## src/rtl/ccff_chain_loader.sv

```systemverilog
// Serializes a word-stream bitstream into a configuration flip-flop chain and
// returns the bits leaving the chain tail as readback words.
//
// state | meaning
// ------+-------------------------------------------------------------
// IDLE  | waiting for start; bit_count holds the last load's total
// LOAD  | fetching words and shifting bits into the chain
// FLUSH | all bits shifted; draining the final readback word
// DONE  | one-cycle completion pulse
module ccff_chain_loader #(
    parameter int CHAIN_LEN = 62,
    parameter int WORD_W    = 8,
    parameter int CNT_W     = $clog2(CHAIN_LEN + 1)
) (
    input  logic              prog_clk,
    input  logic              pReset,
    input  logic              start,
    output logic              busy,
    output logic              done,
    input  logic [WORD_W-1:0] in_data,
    input  logic              in_valid,
    output logic              in_ready,
    output logic [WORD_W-1:0] out_data,
    output logic              out_valid,
    input  logic              out_ready,
    output logic              ccff_head,
    input  logic              ccff_tail,
    output logic              ccff_clk_en,
    output logic [CNT_W-1:0]  bit_count
);

    localparam int N_WORDS = (CHAIN_LEN + WORD_W - 1) / WORD_W;
    localparam int BL_W    = $clog2(WORD_W + 1);
    localparam int WF_W    = $clog2(N_WORDS + 1);
    localparam int PI_W    = $clog2(WORD_W);

    typedef enum logic [1:0] {
        S_IDLE,
        S_LOAD,
        S_FLUSH,
        S_DONE
    } state_t;

    state_t            state_q;
    state_t            state_d;

    logic [WORD_W-1:0] buf_q;
    logic [BL_W-1:0]   bits_left_q;
    logic [WF_W-1:0]   words_q;
    logic [CNT_W-1:0]  bit_count_q;
    logic [WORD_W-1:0] pack_q;
    logic [PI_W-1:0]   pack_idx_q;
    logic              pack_full_q;
    logic [WORD_W-1:0] out_data_q;
    logic              out_valid_q;

    logic              shift_en;
    logic              in_fire;
    logic              out_pop;
    logic              out_free;
    logic              last_shift;
    logic              word_done;
    logic [WORD_W-1:0] pack_mask;
    logic [WORD_W-1:0] pack_word;
    logic [31:0]       remaining;
    logic [BL_W-1:0]   fill;

    // Shift enable depends on registers only, so the gated chain clock never
    // sees a combinational path from either handshake input.
    assign shift_en   = (state_q == S_LOAD) && (bits_left_q != '0) && !pack_full_q;
    assign in_ready   = (state_q == S_LOAD) && (bits_left_q == '0) &&
                        (words_q < WF_W'(N_WORDS));
    assign in_fire    = in_ready && in_valid;
    assign out_pop    = out_valid_q && out_ready;
    assign out_free   = !out_valid_q || out_ready;
    assign last_shift = shift_en && (bit_count_q == CNT_W'(CHAIN_LEN - 1));
    assign word_done  = shift_en &&
                        ((pack_idx_q == PI_W'(WORD_W - 1)) || last_shift);

    // Tail bits fill the pack register from the MSB downward.
    assign pack_mask  = {1'b1, {(WORD_W-1){1'b0}}} >> pack_idx_q;
    assign pack_word  = ccff_tail ? (pack_q | pack_mask) : pack_q;

    // The final word only supplies as many bits as the chain still needs.
    assign remaining  = 32'(CHAIN_LEN) - 32'(bit_count_q);
    assign fill       = (remaining >= 32'(WORD_W)) ? BL_W'(WORD_W) : BL_W'(remaining);

    assign ccff_head   = buf_q[WORD_W-1];
    assign ccff_clk_en = shift_en;
    assign bit_count   = bit_count_q;
    assign out_data    = out_data_q;
    assign out_valid   = out_valid_q;

    always_ff @(posedge prog_clk) begin
        if (pReset) begin
            state_q <= S_IDLE;
        end else begin
            state_q <= state_d;
        end
    end

    always_comb begin
        state_d = state_q;
        busy    = 1'b0;
        done    = 1'b0;
        case (state_q)
            S_IDLE: begin
                if (start) begin
                    state_d = S_LOAD;
                end
            end
            S_LOAD: begin
                busy = 1'b1;
                if (last_shift) begin
                    state_d = S_FLUSH;
                end
            end
            S_FLUSH: begin
                busy = 1'b1;
                // A held pack word means the word being popped is not the last one.
                if (!pack_full_q && out_pop) begin
                    state_d = S_DONE;
                end
            end
            S_DONE: begin
                done    = 1'b1;
                state_d = S_IDLE;
            end
            default: begin
                state_d = S_IDLE;
            end
        endcase
    end

    always_ff @(posedge prog_clk) begin
        if (pReset) begin
            buf_q       <= '0;
            bits_left_q <= '0;
            words_q     <= '0;
            bit_count_q <= '0;
            pack_q      <= '0;
            pack_idx_q  <= '0;
            pack_full_q <= 1'b0;
            out_data_q  <= '0;
            out_valid_q <= 1'b0;
        end else begin
            if ((state_q == S_IDLE) && start) begin
                buf_q       <= '0;
                bits_left_q <= '0;
                words_q     <= '0;
                bit_count_q <= '0;
                pack_q      <= '0;
                pack_idx_q  <= '0;
                pack_full_q <= 1'b0;
            end else begin
                if (in_fire) begin
                    buf_q       <= in_data;
                    bits_left_q <= fill;
                    words_q     <= words_q + 1'b1;
                end else if (shift_en) begin
                    buf_q       <= buf_q << 1;
                    bits_left_q <= bits_left_q - 1'b1;
                end

                if (shift_en) begin
                    bit_count_q <= bit_count_q + 1'b1;
                    if (word_done) begin
                        pack_q     <= '0;
                        pack_idx_q <= '0;
                        if (!out_free) begin
                            pack_q      <= pack_word;
                            pack_full_q <= 1'b1;
                        end
                    end else begin
                        pack_q     <= pack_word;
                        pack_idx_q <= pack_idx_q + 1'b1;
                    end
                end else if (pack_full_q && out_free) begin
                    pack_q      <= '0;
                    pack_full_q <= 1'b0;
                end
            end

            if (word_done && out_free) begin
                out_data_q  <= pack_word;
                out_valid_q <= 1'b1;
            end else if (pack_full_q && out_free) begin
                out_data_q  <= pack_q;
                out_valid_q <= 1'b1;
            end else if (out_pop) begin
                out_valid_q <= 1'b0;
            end
        end
    end

endmodule

```

## config.mk

```make
export PLATFORM = sky130hd
export DESIGN_NAME = ccff_chain_loader
export DESIGN_NICKNAME = d
export VERILOG_FILES = /design/src/rtl/ccff_chain_loader.sv
export SDC_FILE = /design/constraint.sdc
export NUM_CORES = 1
export LEC_CHECK = 0
export ABC_CLOCK_PERIOD_IN_PS = 5100
export BUFFER_PORTS_ARGS = -buffer_cell sky130_fd_sc_hd__buf_2
export CAP_MARGIN = 5
export CORE_MARGIN = 1
export CORE_UTILIZATION = 40
export DETAILED_ROUTE_END_ITERATION = 8
export GPL_TIMING_DRIVEN = 0
export PLACE_DENSITY_LB_ADDON = 0.2
export SYNTH_ARGS = -nofsm -noshare
export SYNTH_HDL_FRONTEND = slang
export SYNTH_SLANG_ARGS = --single-unit
```

## constraint.sdc

```tcl
create_clock -name prog_clk -period 5.1 [get_ports prog_clk]
set_input_delay 1.02 -clock prog_clk [delete_from_list [all_inputs] [get_ports prog_clk]]
set_output_delay 1.02 -clock prog_clk [all_outputs]
set_load 0.02 [all_outputs]
```

==> Word-level counts from Yosys, hierarchy flattened <==
Index checks and enable logic that the tools add are counted.
{ "totals": {"ff_bits": 45, "in_bits": 14, "output_inout_bits": 20, "elab_cells": 82} }
{ "op_classes": {"add_sub_neg": 5, "magnitude_cmp": 2, "eq_ne": 10, "n_shift": 1, "mux": 26, "n_bitwise": 1, "reduce_logical": 27} }
{ "op_table": {"columns": ["op", "count"], "rows": [
  ["$mux W8", 9],
  ["$ge A32 B4 Y1 const B", 1],
  ["$logic_and A1 B1 Y1", 12],
  ["$mux W4", 3],
  ["$mux W1", 9],
  ["$ne A2 B2 Y1 const B", 4],
  ["$or A8 B8 Y8", 1],
  ["$pmux W2 S4", 1],
  ["$shr A8 B3 Y8 const A", 1],
  ["$sub A6 B6 Y7 const A", 1],
  ["$add A6 B1 Y6 const B", 1],
  ["$eq A6 B6 Y1 const B", 1],
  ["$mux W2", 3],
  ["$reduce_and A3 Y1", 2],
  ["$reduce_bool A2 Y1", 3],
  ["$add A4 B1 Y4 const B", 1],
  ["$eq A2 B2 Y1 const B", 2],
  ["$logic_not A4 Y1", 1],
  ["$lt A4 B4 Y1 const B", 1],
  ["$reduce_bool A4 Y1", 1],
  ["$reduce_or A2 Y1", 2],
  ["$sub A4 B1 Y4 const B", 1],
  ["$add A3 B1 Y3 const B", 1],
  ["$eq A3 B3 Y1 const B", 1],
  ["7 further kinds", 9]
]} }

==> Longest topological paths before layout <==
{ "depth": {"word_depth": 8, "mapped_depth": 8, "mapped_depth_nobuf": 7} }

==> Worst setup path after synthesis <==
OpenSTA, ideal clock, no wires.
{ "synth_path": {"path_kind": "register to output", "from": "register state_q[1]", "to": "output ccff_clk_en", "arrival_ps": 1322, "required_time_ps": 4080, "path_slack_ps": 2758, "stages_incl_launch_ff": 7, "path_buffers": 1, "path_cell_list": "dfxtp_1 inv_1 ha_1 nand2b_2 or2_4 inv_2 buf_2"} }
{ "synth_via": {"elab_chain_len": 3} }
{ "synth_lines": {"columns": ["element", "line", "rtl"], "rows": [
  ["start: declaration", "44", "state_t state_q;"],
  ["start signal: assignment", "98", "state_q <= state_d;"],
  ["$eq A2 B1 Y1", "70", "assign shift_en = (state_q == S_LOAD) && (bits_left_q != '0) && !pack_full_q;"],
  ["$logic_and A1 B1 Y1 (2 in series)", "70", null],
  ["end: declaration", "28", "output logic ccff_clk_en,"]
]} }
No other way between the ends.

==> Worst setup path after layout <==
Same ends and word-level chain as after synthesis.

==> flow_summary_export.csv <==
group,metric,value,unit
outcome,outcome,"finished clean",
routing,drc,0,
sta,min_period,3.062,ns
sta,max_freq,326.6,MHz
cells_and_area,layout.nets,346,
routing,drt_wl_total,5.827,mm
clock_tree,clock_path_buffers,2,
run,maxCapViolations,0,
floorplan,start_util,0.4256,
power_and_ir_drop,clockPowerShare,0.242,
sta,tns,0,ns
placed_design,gp_congestion,0.8627,
synthesis,yosysMostFrequentCell,"dfxtp_1",
routing,wire_per_inst,15.02,um
clock_tree,cts_tree,"done",
min_path,holdCritPathClass,"register to register",
synthesis,syn_area_per_cell,8.668,um^2
power_and_ir_drop,pwr-share-seq,0.395,
global_routing,grt_pass1_wl,9.604,mm
global_routing,grt_pass1_vias,2009,
sta,setup_violations,0,
power_and_ir_drop,p_int,0.6311,mW
setup_path,cp_slowest_cell,"dfxtp_1",
routing,first_pass_iters,5,
sta,clock_skew,0.005751,ns
synthesis,ys_warn_count,0,
placed_design,hpwlAfterDp,4.105,mm
clock_tree,clock_latency,0.30,ns
floorplan,die_y,79.48,um
routing,drt_iter0_drc,134,
clock_tree,hold_buffers,0,
setup_path,critPathMaxFanout,10,
power_and_ir_drop,p_switching,0.3863,mW
sta,rsz0062_at_grt,"no",
cells_and_area,diodes,0,
synthesis,ys_types,52,
floorplan,dieArea,0.006316,mm^2
synthesis,synth_top_area_frac,0.3752,
synthesis,synthesis.area,0.002401,mm^2
global_routing,antenna_found_initial,0,
power_and_ir_drop,share_comb_of_total_power,0.363,
sta,finalHoldViolCount,0,
clock_tree,cts_buffers,5,
global_routing,overflow,0,
power_and_ir_drop,swShare,0.3797,
global_routing,grt_max_degree,14,
synthesis,dominantRegCellSynth,"dfxtp_1",
placed_design,port_buffers,31,
setup_path,cpMostUsedCell,"buf_2",
clock_tree,cts_resized,0,
clock_tree,post_cts.repair.setup_buffers,0,
sta,maxSlewHeadroom,0.6318,
setup_path,max_stage_delay,0.34,ns
setup_path,crit_chain,"inv_1, ha_1, nand2b_2, or2_4, inv_2, buf_2, buf_2",
global_routing,grt_use_total,0.1969,
setup_path,crit_path_end_kind,"primary output",
sta,worst_pin_slew,0.5523,ns
synthesis,ys_top_cells_by_area,"dfxtp_1 (38%), ha_1 (8.9%), a21oi_1 (5.2%)",
synthesis,yosysTopAreaCell,"dfxtp_1",
synthesis,ys_ff_latch,45,
clock_tree,cts.sinks,45,
synthesis,async_flop_share,0,
synthesis,synth-edff-count,0,
synthesis,synth_nets,308,
setup_path,criticalPathCategory,"register to primary output",
sta,min_period_over_period,0.6004,
sta,final_max_slew_viol_count,0,
setup_path,arrival,2.04,ns
clock_tree,clk_pin_slew,0.08,ns
cells_and_area,multiInputGateArea,0.001340,mm^2
floorplan,die_x,79.48,um
setup_path,critPathBufInv,4,
clock_tree,cts_root_buf,"clkbuf_8",
cells_and_area,nFillCells,534,
floorplan,rows,27,
setup_path,crit_path_start_kind,"register",
cells_and_area,area_growth,14.43,%
routing,vias,2190,
routing,vias_per_cell,5.644,
setup_path,critical-path-top-delay-family,"buffers and inverters",
floorplan,io_pins,34,
placed_design,dp_slack,2.355,ns
power_and_ir_drop,p_leak,1.030,nW
power_and_ir_drop,ir_drop,0.0001781,V
floorplan,core,0.005642,mm^2
setup_path,worstPathRequired,4.08,ns
synthesis,seq_area_frac_synth,0.3752,
cells_and_area,drive_gt1_frac,0.1899,
routing,antenna_left,0,
sta,layout_setup_ws,2.038,ns
power_and_ir_drop,power_density,370.3,mW/mm^2
cells_and_area,seq_area,900.9,um^2
clock_tree,htree_levels,2,
synthesis,synth_common_cells,"dfxtp_1 (45), a21oi_1 (25), nand2_1 (23)",
synthesis,syn_inst,277,
==> layer usage <==
metal / vias to the layer above / track usage / routed length [um]
li1: 1086 / - / -
met1: 1038 / 0.2526 / 2740
met2: 59 / 0.3239 / 2735
met3: 7 / 0.04000 / 286
met4: 0 / 0.07091 / 65
met5: - / 0 / 0
==> layout by cell type (no fill, tap or decap), drive strengths merged, types with 7 or more instances in the layout <==
master  count
nand3      19
nand2      23
buf        42
o21ai       8
a31oi      10
ha         17
nor2       12
nor3       10
inv        14
a22oi       7
a21oi      25
dfxtp      45
clkbuf     14
a211oi      7
==> final cells by class <==
class / count / area share
well taps: 72 / 0.03279
flip-flops and latches: 45 / 0.3279
plain buffers: 18 / 0.03916
multi-input cells: 200 / 0.4877
repair buffers: 31 / 0.05647
clock buffers: 7 / 0.03506
inverters: 14 / 0.01913
clock inverters: 1 / 0.001821
==> per-stage QoR <==
stage	utilization	power, mW	hold slack (ns)	cells	cell area [um^2]
detailed placement	0.4691	0.7745	0.4627	380	2646
global placement	0.4691	0.7720	0.4558	380	2646
global route	0.4870	1.083	0.4858	388	2748
finish	0.4870	1.017	0.4721	388	2748
CTS	0.4870	1.023	0.4746	388	2748
floorplan	-	0.6819	0.4418	277	2401
==> tightest hold or removal path, cell delays in order (launching register included) <==
cell     delay, ns
dfxtp_1       0.32
nand3_1       0.06
a21oi_1       0.06
==> sequential cells by signal, indices dropped and copies added (netlist names) <==
signal       flops
state_q          2
out_valid        1
pack_idx_q       3
words_q          4
out_data         8
bits_left_q      4
bit_count        6
buf_q            8
pack_full_q      1
pack_q           8
==> cell families after synthesis <==
logic type      synth area share
flops                     0.3752
simple gates              0.1845
compound gates            0.2559
fa+ha+maj                0.08859
xor+xnor                 0.02918
buf+inv                  0.06670
==> power groups by stage <==
stage               registers, mW  logic (mW)  clock network [mW]
floorplan                   0.409       0.273                   0
global placement            0.410       0.362                   0
detailed placement          0.411       0.364                   0
CTS                         0.403       0.369               0.252
global route                0.408       0.408               0.268
finish                      0.402       0.369               0.246
==> final timing paths <==
path | end | startpoint | depth (start not counted) | slack (ns)
hold / removal | buf_q[0] | buf_q[0] | 2 | 0.47
hold reg to reg | buf_q[0] | buf_q[0] | 2 | 0.47
setup / recovery | ccff_clk_en | state_q[1] | 7 | 2.04
setup reg to reg | out_data[4] | state_q[1] | 7 | 3.10
(Power assumes the default switching activity.)
